`src/rtl/packet_injector.sv`:
```
// packet_injector: sequences fetch-stage reads into a FIFO and streams packets out on valid/ready (optional stats: INJECT_STATS_EN)
module packet_injector #(
  parameter int FIFO_DEPTH = 4,
  parameter int MAX_PKTS = 20,
  parameter int GAP = 0
) (
  input  logic        CLK,
  input  logic        RST_N,
  input  logic        START,
  output logic        FETCH_REQ,
  output logic        FETCH_RST,
  input  logic [37:0] PACKET_IN,
  output logic        OUT_VALID,
  input  logic        OUT_READY,
  output logic [37:0] OUT_PACKET,
  output logic        BUSY,
  output logic        DONE
`ifdef INJECT_STATS_EN
  ,
  output logic [7:0]  PKT_SENT,
  output logic [15:0] STALL_CYC
`endif
);
  localparam int PW = $clog2(FIFO_DEPTH);
  localparam int CW = $clog2(FIFO_DEPTH + 1);
  localparam int NW = $clog2(MAX_PKTS + 1);
  localparam int GW = (GAP > 1) ? $clog2(GAP) : 1;
  typedef enum logic [2:0] {S_IDLE, S_CLEAR, S_REQ, S_CAPT, S_WAIT, S_DONE} state_t;
  state_t state, nxt;
  logic [37:0] mem [FIFO_DEPTH];
  logic [PW-1:0] wr_ptr, rd_ptr;
  logic [CW-1:0] cnt, mem_n;
  logic [NW-1:0] pkt_cnt;
  logic [GW-1:0] gap_cnt;
  logic full, empty, start_acc, wr, xfer, load;
  // cnt covers every held packet including the output register, so full/empty never alias
  assign full = cnt == CW'(FIFO_DEPTH);
  assign empty = cnt == '0;
  assign start_acc = START && (state == S_IDLE || state == S_DONE);
  assign wr = state == S_CAPT && PACKET_IN[37:35] != 3'b000;
  assign xfer = OUT_VALID && OUT_READY;
  assign mem_n = cnt - CW'(OUT_VALID);
  assign load = mem_n != '0 && (!OUT_VALID || OUT_READY);
  // next-state and strobes; fullness is the registered count so no write lands on a full buffer
  always_comb begin
    nxt = state;
    FETCH_REQ = state == S_REQ && !full;
    FETCH_RST = state == S_CLEAR;
    BUSY = state != S_IDLE && !(state == S_DONE && empty);
    DONE = state == S_DONE && empty;
    case (state)
      S_IDLE:  nxt = start_acc ? S_CLEAR : S_IDLE;
      S_CLEAR: nxt = S_REQ;
      S_REQ:   nxt = full ? S_REQ : S_CAPT;
      S_CAPT:  nxt = !wr ? S_DONE : (pkt_cnt == NW'(MAX_PKTS - 1)) ? S_DONE : (GAP > 0) ? S_WAIT : S_REQ;
      S_WAIT:  nxt = (gap_cnt == GW'(GAP - 1)) ? S_REQ : S_WAIT;
      S_DONE:  nxt = START ? S_CLEAR : S_DONE;
      default: nxt = S_IDLE;
    endcase
  end
  // state register plus run and gap counters
  always_ff @(posedge CLK or negedge RST_N) begin
    if (!RST_N) begin
      state <= S_IDLE;
      pkt_cnt <= '0;
      gap_cnt <= '0;
    end else begin
      state <= nxt;
      pkt_cnt <= start_acc ? '0 : wr ? pkt_cnt + 1'b1 : pkt_cnt;
      gap_cnt <= (state == S_WAIT) ? gap_cnt + 1'b1 : '0;
    end
  end
  // buffer storage needs no reset; occupancy is tracked by cnt
  always_ff @(posedge CLK) begin
    if (wr) mem[wr_ptr] <= PACKET_IN;
  end
  // pointers, occupancy and the registered head that drives the output port
  always_ff @(posedge CLK or negedge RST_N) begin
    if (!RST_N) begin
      wr_ptr <= '0;
      rd_ptr <= '0;
      cnt <= '0;
      OUT_VALID <= 1'b0;
      OUT_PACKET <= '0;
    end else begin
      wr_ptr <= wr ? wr_ptr + 1'b1 : wr_ptr;
      rd_ptr <= load ? rd_ptr + 1'b1 : rd_ptr;
      cnt <= cnt + CW'(wr) - CW'(xfer);
      OUT_VALID <= load ? 1'b1 : xfer ? 1'b0 : OUT_VALID;
      OUT_PACKET <= load ? mem[rd_ptr] : OUT_PACKET;
    end
  end
`ifdef INJECT_STATS_EN
  // saturating handshake and stall counters, cleared when a run is accepted
  always_ff @(posedge CLK or negedge RST_N) begin
    if (!RST_N) begin
      PKT_SENT <= '0;
      STALL_CYC <= '0;
    end else if (start_acc) begin
      PKT_SENT <= '0;
      STALL_CYC <= '0;
    end else begin
      PKT_SENT <= (xfer && PKT_SENT != 8'hff) ? PKT_SENT + 1'b1 : PKT_SENT;
      STALL_CYC <= (OUT_VALID && !OUT_READY && STALL_CYC != 16'hffff) ? STALL_CYC + 1'b1 : STALL_CYC;
    end
  end
`endif
endmodule
```
`config.mk`:
```
export PLATFORM = sky130hd
export DESIGN_NAME = packet_injector
export DESIGN_NICKNAME = d
export VERILOG_FILES = /design/src/rtl/packet_injector.sv
export SDC_FILE = /design/constraint.sdc
export NUM_CORES = 1
export LEC_CHECK = 0
export ABC_AREA = 0
export CORE_MARGIN = 2
export CORE_UTILIZATION = 35
export CTS_CLUSTER_DIAMETER = 150
export DETAILED_ROUTE_END_ITERATION = 8
export PLACE_DENSITY_LB_ADDON = 0.25
export SLEW_MARGIN = 20
export SYNTH_ARGS = -nofsm -noshare
export SYNTH_HDL_FRONTEND = slang
export SYNTH_SLANG_ARGS = --single-unit
```
`constraint.sdc`:
```
create_clock -name CLK -period 2.3 [get_ports CLK]
set_input_delay 0.46 -clock CLK [delete_from_list [all_inputs] [get_ports CLK]]
set_output_delay 0.46 -clock CLK [all_outputs]
set_load 0.05 [all_outputs]
```
==> qor.txt <==
Worst slack, placed -> -0.143 ns
Yosys reg bits -> 207
Io pins -> 85
Die height -> 155 um
Gate power share -> 38.1%
Total GRT Usage -> 13.2%
Max_cap viols -> 0
CTS clk-pin slew, worst paths -> 0.06 ns
Leak -> 3.59 nW
Fmax -> 0.457 GHz
Design Area, Final -> 0.0101 mm2
Core area -> 0.0225 mm2
DRC viols -> 0
Synthesis-to-layout area growth -> 27.1%
Std cell rows -> 55
Setup-failing EPs final -> 0
Clk sinks -> 207
CTS Buf Count -> 23
TNS Setup -> 0 ns
Gate Count Post-Synth -> 382
Outcome -> completed
Top-count cell post-synth -> edfxtp_1
Grt ovf -> 0
Worst-Skew Late Latency -> 0.50 ns
Initial core utilization -> 35.4%
Worst clock skew -> 0.0174 ns
Final Hold Fails -> 0
Switch share -> 33.6%
DRT iter0 DRCs -> 247
Critical path arrival -> 1.73 ns
Cell-internal power -> 9.55 mW
Post-synth top area share -> 57.4%
Final ANT Viol Nets -> 0
Slew @ Worst Pin -> 0.595 ns
Width of the die -> 155 um
WS Path Type -> register to output port
Post-synth EDFFs -> 152
Final hold slack -> 0.463 ns
Fin crit share -> 95.2%
Detailed Route WL -> 15,400 um
Clock share of power -> 24.4%
Wire per inst -> 19.2 um
Slew Limit Fails -> 0
Critical Path End Type -> output port
First-pass GRT wire length -> 24,200 um
H-tree depth -> 1
PortBufs -> 84
Number of global-route vias before repair -> 4,363
RSZ-0062 raised after global routing -> no
Syn Nets -> 433
Share of layout cells above drive strength 1 -> 29.6%
Sequential group share of total power -> 37.5%
Biggest area consumer among synthesized cells -> edfxtp_1
Hold Path Class -> register to register
Crit path launch type -> register
Pre-Repair DR Iteration Count -> 4
Min Tclk post-route -> 2.19 ns
Final Non-Filler Cells -> 803
Required time of the critical path -> 1.84 ns
Die area -> 0.0240 mm2
Final WS setup -> 0.111 ns
Power per cell area -> 1420 mW/mm2
Largest net degree at the start of global routing -> 40
Placed Area -> 0.00935 mm2
CTS tree -> yes
Initial antenna violation count -> 1
Mean Syn Cell Area -> 20.8 um2
Top post-synthesis cells by area -> edfxtp_1, dfrtp_1, mux4_2
Sw power -> 4.84 mW
Slew margin rel. -> 60.3%
Clock tree buffer depth -> 3
Peak VDD IR -> 0.660 mV
Vias per inst -> 4.84
Top FF cell, synth -> edfxtp_1
Root Driver -> clkbuf_16
Area of the mapped netlist -> 0.00796 mm2
Final nets -> 551
Via count -> 3,886
Syn. warnings -> 0
Synth top cells by count -> edfxtp_1, dfrtp_1, mux4_2, mux2_2, inv_1
Placed insts -> 757
Detail Placement HPWL -> 9550 um
Critical Path Fanout Max -> 8
Distinct cell type count after synthesis -> 36
Post-synth ARST share -> 26.6%
Routability cong. -> 0.745
Post-synthesis sequential area ratio -> 74.7%
[final timing paths]
check,startpoint,cells after the start,slack [ns],end
setup / recovery,state[2],5,0.11,DONE
hold / removal,gap_cnt,1,0.46,gap_cnt
setup reg to reg,state[1],9,0.30,cnt[2]
hold reg to reg,gap_cnt,1,0.46,gap_cnt
max in group asynchronous,RST_N,3,1.19,OUT_PACKET[17]
min in group asynchronous,RST_N,2,0.50,OUT_PACKET[20]
[layer usage]
metal / global-route usage (%) / wire [um]
met1: 16.9 / 6710
met2: 22.7 / 7750
met3: 3.19 / 767
met4: 3.35 / 190
met5: 0 / 0
[cell families after synthesis]
logic type / after synthesis / share of synthesized area (%)
fa+ha+maj: 9 / 1.51
buf+inv: 27 / 1.92
xor+xnor: 8 / 0.881
flops: 207 / 74.7
compound gates: 17 / 1.32
mux: 79 / 17.0
simple gates: 35 / 2.69
[placed cells by master, fill, tap and decap left out, types with 2 or more instances in the layout]
cell             instances
xnor2_1                  4
clkinv_4                 2
o21ai_0                  7
and2_1                   2
mux2_4                  10
mux2i_1                  2
nand2b_1                 2
mux2_2                  29
edfxtp_1               152
mux4_2                  38
inv_1                   11
ha_1                     8
dfrtp_2                  2
clkdlybuf4s50_1         79
a21oi_1                  4
buf_12                  10
or3_1                    2
and3_2                   4
clkbuf_1                 8
dfrtp_1                 52
nor3_1                   5
clkinv_2                 5
nand3_1                  4
nor2_1                   7
xor2_1                   4
buf_4                   18
bufinv_16                2
clkbuf_16               23
[power by group through the flow]
stage	logic [mW]	clock network [mW]	registers, mW
after floorplan	2.71	0	6.57
after global placement	5.46	0	5.46
after detailed placement	5.55	0	5.50
after CTS	5.60	3.62	5.42
after global routing	5.85	3.78	5.51
final	5.48	3.51	5.40
[critical path, cell delays in order (launching register included)]
cell	delay (ns)
dfrtp_1	0.35
buf_4	0.17
nand2b_2	0.11
nor4bb_4	0.31
buf_4	0.16
buf_12	0.12
[final cells by class]
type,count,area [um2]
clock inverter,10,111
inverter,11,41.3
antenna,1,2.50
timing repair buffer,109,1140
clock buffer,32,619
tap,285,357
multi-input combinational,148,1890
fill,1918,12400
sequential,207,5950
[what timing repair did]
| action | CTS | global route |
|---|---|---|
| hold buffers | 1 | 0 |
| pin swaps | 1 | 0 |
| gates resized for setup | 2 | 1 |
| buffers inserted | 2 | 0 |
| endpoints found under the setup margin | 2 | 1 |
| hold endpoints to repair | 20 | 0 |
[stage by stage]
| step | utilization, % | power [mW] |
|---|---|---|
| 2_1_floorplan | - | 9.28 |
| 3_3_place_gp | 41.5 | 10.9 |
| 3_5_place_dp | 41.5 | 11.1 |
| 4_1_cts | 44.9 | 14.6 |
| 5_1_grt | 44.9 | 15.1 |
| 6_report | 44.9 | 14.4 |
[registers in the layout (all words and copies together), names as in the netlist]
| name | count |
|---|---|
| wr_ptr | 2 |
| OUT_PACKET | 38 |
| pkt_cnt | 5 |
| OUT_VALID | 1 |
| rd_ptr | 2 |
| cnt | 3 |
| mem | 152 |
| state | 3 |
| gap_cnt | 1 |
(Power assumes the default switching activity.)
